**src/rtl/dm_pkg.sv**
```systemverilog
// Shared constants for the 1-to-2 stream demultiplexer: lane select encodings
// and default parameter values.
package dm_pkg;

  localparam logic SEL_LANE0 = 1'b0;
  localparam logic SEL_LANE1 = 1'b1;

  localparam int DEF_WIDTH = 8;
  localparam int DEF_DEPTH = 2;
  localparam int DEF_CNT_W = 16;

endpackage

```
**src/rtl/dm_fifo.sv**
```systemverilog
// Small synchronous FIFO with extra-MSB pointers. When empty, head_data keeps
// showing the last popped word (0 after reset).
module dm_fifo #(
  parameter int WIDTH = 8,
  parameter int DEPTH = 2
) (
  input  logic             clk,
  input  logic             rst_n,
  input  logic             push,
  input  logic [WIDTH-1:0] push_data,
  input  logic             pop,
  output logic             full,
  output logic             empty,
  output logic [WIDTH-1:0] head_data
);

  localparam int AW = $clog2(DEPTH);

  logic [AW:0]      wr_q, wr_d;
  logic [AW:0]      rd_q, rd_d;
  logic [WIDTH-1:0] mem_q [DEPTH];
  logic [WIDTH-1:0] mem_d [DEPTH];
  logic [WIDTH-1:0] last_q, last_d;
  logic             do_push;
  logic             do_pop;

  assign full    = (wr_q[AW] != rd_q[AW]) && (wr_q[AW-1:0] == rd_q[AW-1:0]);
  assign empty   = (wr_q == rd_q);
  assign do_push = push && !full;
  assign do_pop  = pop && !empty;

  assign head_data = empty ? last_q : mem_q[rd_q[AW-1:0]];

  always_comb begin
    wr_d   = wr_q;
    rd_d   = rd_q;
    mem_d  = mem_q;
    last_d = last_q;
    if (do_push) begin
      mem_d[wr_q[AW-1:0]] = push_data;
      wr_d                = wr_q + 1'b1;
    end
    // Remember the popped word so an emptied lane still presents it.
    if (do_pop) begin
      last_d = mem_q[rd_q[AW-1:0]];
      rd_d   = rd_q + 1'b1;
    end
  end

  always_ff @(posedge clk or negedge rst_n) begin
    if (!rst_n) begin
      wr_q   <= '0;
      rd_q   <= '0;
      last_q <= '0;
      for (int i = 0; i < DEPTH; i++) begin
        mem_q[i] <= '0;
      end
    end else begin
      wr_q   <= wr_d;
      rd_q   <= rd_d;
      last_q <= last_d;
      mem_q  <= mem_d;
    end
  end

endmodule

```
**src/rtl/dm1x2_stream.sv**
```systemverilog
// 1-to-2 valid/ready demultiplexer: 'selection' steers each input word into one
// of two per-lane FIFOs; per-lane counters track accepted words.
module dm1x2_stream
  import dm_pkg::*;
#(
  parameter int WIDTH = DEF_WIDTH,
  parameter int DEPTH = DEF_DEPTH,
  parameter int CNT_W = DEF_CNT_W
) (
  input  logic             clk,
  input  logic             rst_n,
  input  logic             in_valid,
  output logic             in_ready,
  input  logic             selection,
  input  logic [WIDTH-1:0] in_data,
  output logic             out0_valid,
  input  logic             out0_ready,
  output logic [WIDTH-1:0] out0_data,
  output logic             out1_valid,
  input  logic             out1_ready,
  output logic [WIDTH-1:0] out1_data,
  output logic [CNT_W-1:0] cnt0,
  output logic [CNT_W-1:0] cnt1
);

  // Handshake: a word moves on a rising edge where valid && ready. Ready never
  // depends on the same-side valid, and in_ready only looks at selection and
  // registered FIFO state, so a lane popping does not free space that cycle.

  logic             full0, full1;
  logic             empty0, empty1;
  logic             push0, push1;
  logic [CNT_W-1:0] cnt0_q, cnt0_d;
  logic [CNT_W-1:0] cnt1_q, cnt1_d;

  assign in_ready = (selection == SEL_LANE1) ? !full1 : !full0;
  assign push0    = in_valid && in_ready && (selection == SEL_LANE0);
  assign push1    = in_valid && in_ready && (selection == SEL_LANE1);

  assign out0_valid = !empty0;
  assign out1_valid = !empty1;
  assign cnt0       = cnt0_q;
  assign cnt1       = cnt1_q;

  always_comb begin
    cnt0_d = cnt0_q;
    cnt1_d = cnt1_q;
    if (push0) cnt0_d = cnt0_q + 1'b1;
    if (push1) cnt1_d = cnt1_q + 1'b1;
  end

  always_ff @(posedge clk or negedge rst_n) begin
    if (!rst_n) begin
      cnt0_q <= '0;
      cnt1_q <= '0;
    end else begin
      cnt0_q <= cnt0_d;
      cnt1_q <= cnt1_d;
    end
  end

  dm_fifo #(.WIDTH(WIDTH), .DEPTH(DEPTH)) u_fifo0 (
    .clk       (clk),
    .rst_n     (rst_n),
    .push      (push0),
    .push_data (in_data),
    .pop       (out0_ready),
    .full      (full0),
    .empty     (empty0),
    .head_data (out0_data)
  );

  dm_fifo #(.WIDTH(WIDTH), .DEPTH(DEPTH)) u_fifo1 (
    .clk       (clk),
    .rst_n     (rst_n),
    .push      (push1),
    .push_data (in_data),
    .pop       (out1_ready),
    .full      (full1),
    .empty     (empty1),
    .head_data (out1_data)
  );

endmodule

```
**config.mk**
```make
export PLATFORM = sky130hd
export DESIGN_NAME = dm1x2_stream
export DESIGN_NICKNAME = d
export VERILOG_FILES = /design/src/rtl/dm_pkg.sv /design/src/rtl/dm_fifo.sv /design/src/rtl/dm1x2_stream.sv
export SDC_FILE = /design/constraint.sdc
export NUM_CORES = 1
export LEC_CHECK = 0
export CAP_MARGIN = 25
export CORE_MARGIN = 2
export CORE_UTILIZATION = 30
export CTS_CLUSTER_SIZE = 10
export DETAILED_ROUTE_END_ITERATION = 8
export PLACE_DENSITY = 0.63
export SYNTH_ARGS = -nofsm -noshare
export SYNTH_HDL_FRONTEND = slang
export SYNTH_SLANG_ARGS = --single-unit
export TNS_END_PERCENT = 1
```
**constraint.sdc**
```tcl
create_clock -name clk -period 1.85 [get_ports clk]
set_clock_uncertainty 0.2 [all_clocks]
set_input_delay 0.37 -clock clk [delete_from_list [all_inputs] [get_ports clk]]
set_output_delay 0.37 -clock clk [all_outputs]
set_load 0.02 [all_outputs]
```
==> summary.md, run 1 <==
| Metric | Value |
|---|---|
| Inserted Clock Buffers | `9` |
| Type of element launching the critical path | `flip-flop` |
| IR Drop Worst-Case VDD | `1.94 mV` |
| Placeable core region | `0.0127 mm²` |
| Final setup violation count | `55` |
| RSZ-0062 raised after global routing | `true` |
| Global-route wire length before repair | `15400 µm` |
| Most common cell after layout, fill and taps aside | `dfrtp_1` |
| Reg power frac | `0.247` |
| Routed length per instance | `14.7 µm` |
| Clock Path Buffers | `2` |
| Max cap viols | `0` |
| Fmax | `0.458 GHz` |
| Buffers added on ports | `64` |
| Register cell area after layout | `0.00220 mm²` |
| First-pass iteration count of the detailed router | `4` |
| Total die area | `0.0140 mm²` |
| TritonCTS clock tree | `yes` |
| Net switching power | `5330 µW` |
| Fraction of final layout cells with drive strength greater than 1 | `0.394` |
| Setup slack, reg-to-reg | `-0.22 ns` |
| HPWL after detailed placement | `6240 µm` |
| Final min period | `2.18 ns` |
| Ports placed on the boundary | `65` |
| Maximum number of pins on one net before global-route repair | `34` |
| Number of DRC markers after the initial detailed-route iteration | `151` |
| Layout Nets | `468` |
| GP Congestion | `0.801` |
| Critical-path top delay cell | `dfrtp_1` |
| Crit-path max FO | `9` |
| Commonest cells after routing, fill and taps aside | `dfrtp_1, buf_4, dlygate4sd2_1, nand2_1, mux2_4` |
| Classification of the worst setup path | `flip-flop to output pin` |
| CP arrival | `1.61 ns` |
| Wire length reported by the detailed router | `9250 µm` |
| Proportion of synthesized chip area in sequential cells | `0.563` |
| Area grow syn2layout | `55.7%` |
| Result of the run | `finished with violations` |
| Hold Violations, Final | `0` |
| Min-delay worst type | `flip-flop to flip-flop` |
| Critical path, cell by cell | `xnor2_2 -> nand2_4 -> buf_16 -> a21oi_4 -> buf_6` |
| Count of H-tree levels built during CTS | `3` |
| Adder-cell share of the synthesized area | `0.00640` |
| Height of the chip | `118 µm` |
| Required time of the worst setup path | `1.28 ns` |
| Post-Layout Cell Count | `629` |
| Mapped Cells | `327` |
| XOR/XNOR share of the synthesized area | `0.105` |
| Vias | `2937` |
| Clk pwr share | `0.130` |
| Mean cell area of the mapped netlist | `12.0 µm²` |
| Combinational family with the most area after synthesis | `multiplexers` |
| Number of placed cells counting well taps | `607` |
| Antenna violations before repair | `0` |
| Starting utilization of the core area | `0.308` |
| GRT Total Usage | `0.138` |
| Skew-Pair Late Insertion Delay | `0.33 ns` |
| Vias per cell | `4.67` |
| Utilization after layout | `0.480` |
| Worst r2r src | `u_fifo0.rd_q[1]` |
| Combinational power share | `0.623` |
| Crit path max-delay family | `flip-flops` |
| Library cells used by synthesis | `34` |
| Max stage delay on crit path | `0.41 ns` |
| Remaining design rule violation count | `0` |
| Antenna Violating Nets Remaining | `0` |
| Startpoint of the lowest-slack hold path | `cnt1[15]` |
| Tightest hold margin | `0.262 ns` |
| Slew headroom | `0.712` |
| Number of nets in the synthesized netlist | `343` |
| Standby leakage power | `0.00284 µW` |
| Chip width | `118 µm` |
| CP Buf/Inv Count | `2` |
| Cell area after layout | `0.00608 mm²` |
| Cell area reported after detailed placement | `0.00540 mm²` |
| Synthesized-area fraction occupied by ao, oa, aoi and oai cells | `0.0595` |
| Vias in the first global route | `3073` |
| Flops & latches, synth | `88` |
| Switching portion of total power | `0.399` |
| Total inserted antenna cells | `0` |
| Post-Place Worst Slack | `-0.508 ns` |
| Ratio of total power to cell area | `2200 mW/mm²` |
| Row count | `41` |
| Cell Area, Synth | `0.00391 mm²` |
| Crit path from | `u_fifo1.rd_q[1]` |
| Endpoint class of the critical path | `output pin` |
| Area taken by multi-input logic gates | `0.00215 mm²` |
| Cell internal power dissipation | `8050 µW` |
| Worst Tran Pin Value | `0.432 ns` |
| Root buf cell | `clkbuf_16` |
| Clock tree sinks | `88` |
| Violations in the final reports | `negative setup slack` |
| Simple-gate share of the synthesized area | `0.110` |
| Worst path setup slack after routing | `-0.334 ns` |
| Clock Pin Slew Worst Setup and Hold Paths | `0.06 ns` |
| Multiplexer share of the synthesized area | `0.139` |
| Synth warnings | `0` |
| GRT overflow | `0` |
| Number of filler cells placed in the layout | `1171` |
| Number of slew-limit violations in the final report | `0` |
| Final worst path period share | `1.18` |
==> cells in the mapped netlist <==
| cell type | number | share of area |
|---|---|---|
| nand2b_1 | 1 | 0.0016 |
| a211oi_2 | 1 | 0.0032 |
| nor3_1 | 2 | 0.0026 |
| and2_1 | 2 | 0.0032 |
| nor2_1 | 20 | 0.019 |
| nand4_1 | 6 | 0.0096 |
| mux2i_1 | 16 | 0.041 |
| mux2_2 | 17 | 0.049 |
| clkbuf_1 | 6 | 0.0058 |
| a21oi_1 | 17 | 0.022 |
| xnor2_1 | 23 | 0.052 |
| xnor2_2 | 1 | 0.0042 |
| a31oi_1 | 1 | 0.0016 |
| dfrtp_1 | 88 | 0.56 |
| mux2_1 | 17 | 0.049 |
| nand2_1 | 27 | 0.026 |
| ha_1 | 2 | 0.0064 |
| o21ai_0 | 16 | 0.020 |
| nand3_1 | 13 | 0.017 |
| o21ai_1 | 1 | 0.0013 |
| inv_1 | 1 | 0.00096 |
| a21oi_2 | 2 | 0.0045 |
| nand4b_1 | 1 | 0.0022 |
| and4_1 | 5 | 0.011 |
| buf_4 | 3 | 0.0058 |
| xor2_1 | 20 | 0.045 |
| a211oi_1 | 1 | 0.0019 |
| and3_1 | 8 | 0.013 |
| buf_6 | 1 | 0.0029 |
| o2111ai_1 | 1 | 0.0022 |
| xor2_2 | 1 | 0.0042 |
| buf_1 | 2 | 0.0019 |
| nor2b_1 | 3 | 0.0048 |
| a21bo_2 | 1 | 0.0026 |
==> area by class of cell <==
type / instances / area share
Clock inverter: 3 / 0.00699
Clock buffer: 13 / 0.0395
Multi-Input combinational cell: 226 / 0.354
Tap cell: 172 / 0.0354
Timing Repair Buffer: 126 / 0.202
Sequential cell: 88 / 0.362
Inverter: 1 / 0.000617
==> metrics by stage <==
step | setup TNS (ns) | total power (µW)
after floorplan | -0.515 | 7290
after global placement | -25.34 | 10100
after detailed placement | -25.39 | 10300
after CTS | -12.23 | 13100
after global routing | -15.16 | 14200
final | -10.92 | 13400
==> logic make-up after synthesis <==
logic type / Yosys count
simple gates: 88
flops: 88
mux: 50
xor+xnor: 45
compound gates: 41
buf+inv: 13
fa+ha+maj: 2
==> power by group through the flow <==
stage                     Clock [µW]  Combinational, µW  Sequential [µW]
after floorplan                    0               4050             3240
after global placement             0               6960             3150
after detailed placement           0               7080             3200
after CTS                       1810               8070             3260
after global routing            1890               8920             3390
final                           1740               8330             3300
==> registers in the layout, indices dropped and copies added (netlist names) <==
| signal | count |
|---|---|
| u_fifo0.last_q | 8 |
| u_fifo0.rd_q | 2 |
| cnt1 | 16 |
| u_fifo0.wr_q | 2 |
| u_fifo1.wr_q | 2 |
| u_fifo1.last_q | 8 |
| u_fifo1.mem_q | 16 |
| cnt0 | 16 |
| u_fifo1.rd_q | 2 |
| u_fifo0.mem_q | 16 |
==> layer usage <==
layer / track usage / up-vias / share of wire
met5: 0 / - / 0
met4: 0.0444 / 0 / 0.011
met3: 0.0381 / 10 / 0.047
met2: 0.227 / 68 / 0.50
met1: 0.175 / 1475 / 0.44
li1: - / 1384 / -
==> worst paths after layout <==
kind	end	cells after the start
setup / recovery	out1_data[5]	5
hold / removal	cnt1[15]	1
setup reg to reg	u_fifo0.mem_q[10]	7
hold reg to reg	cnt1[15]	1
max in group asynchronous	u_fifo0.last_q[0]	3
min in group asynchronous	cnt0[13]	2
==> what timing repair did <==
item / CTS / global route
endpoints found under the hold margin: 29 / 0
hold buffers: 1 / 0
buffers inserted: 2 / 0
cloned: 3 / 0
endpoints found under the setup margin: 91 / 82
pin swaps: 9 / 8
resized for setup: 191 / 31
==> worst register-to-register path: stages (launching register included) <==
cell	delay [ns]
dfrtp_1	0.41
buf_6	0.14
xor2_2	0.17
buf_4	0.16
a21oi_4	0.18
nor2b_4	0.20
buf_8	0.16
mux2_1	0.33
No activity file was read; power rests on OpenSTA's default activity.
==> run 2, diff against run 1 <==
- CAP_MARGIN: 25 -> 20
==> results of run 2 <==
Same layout as run 1: the final DEF is identical, and so are final timing and power.
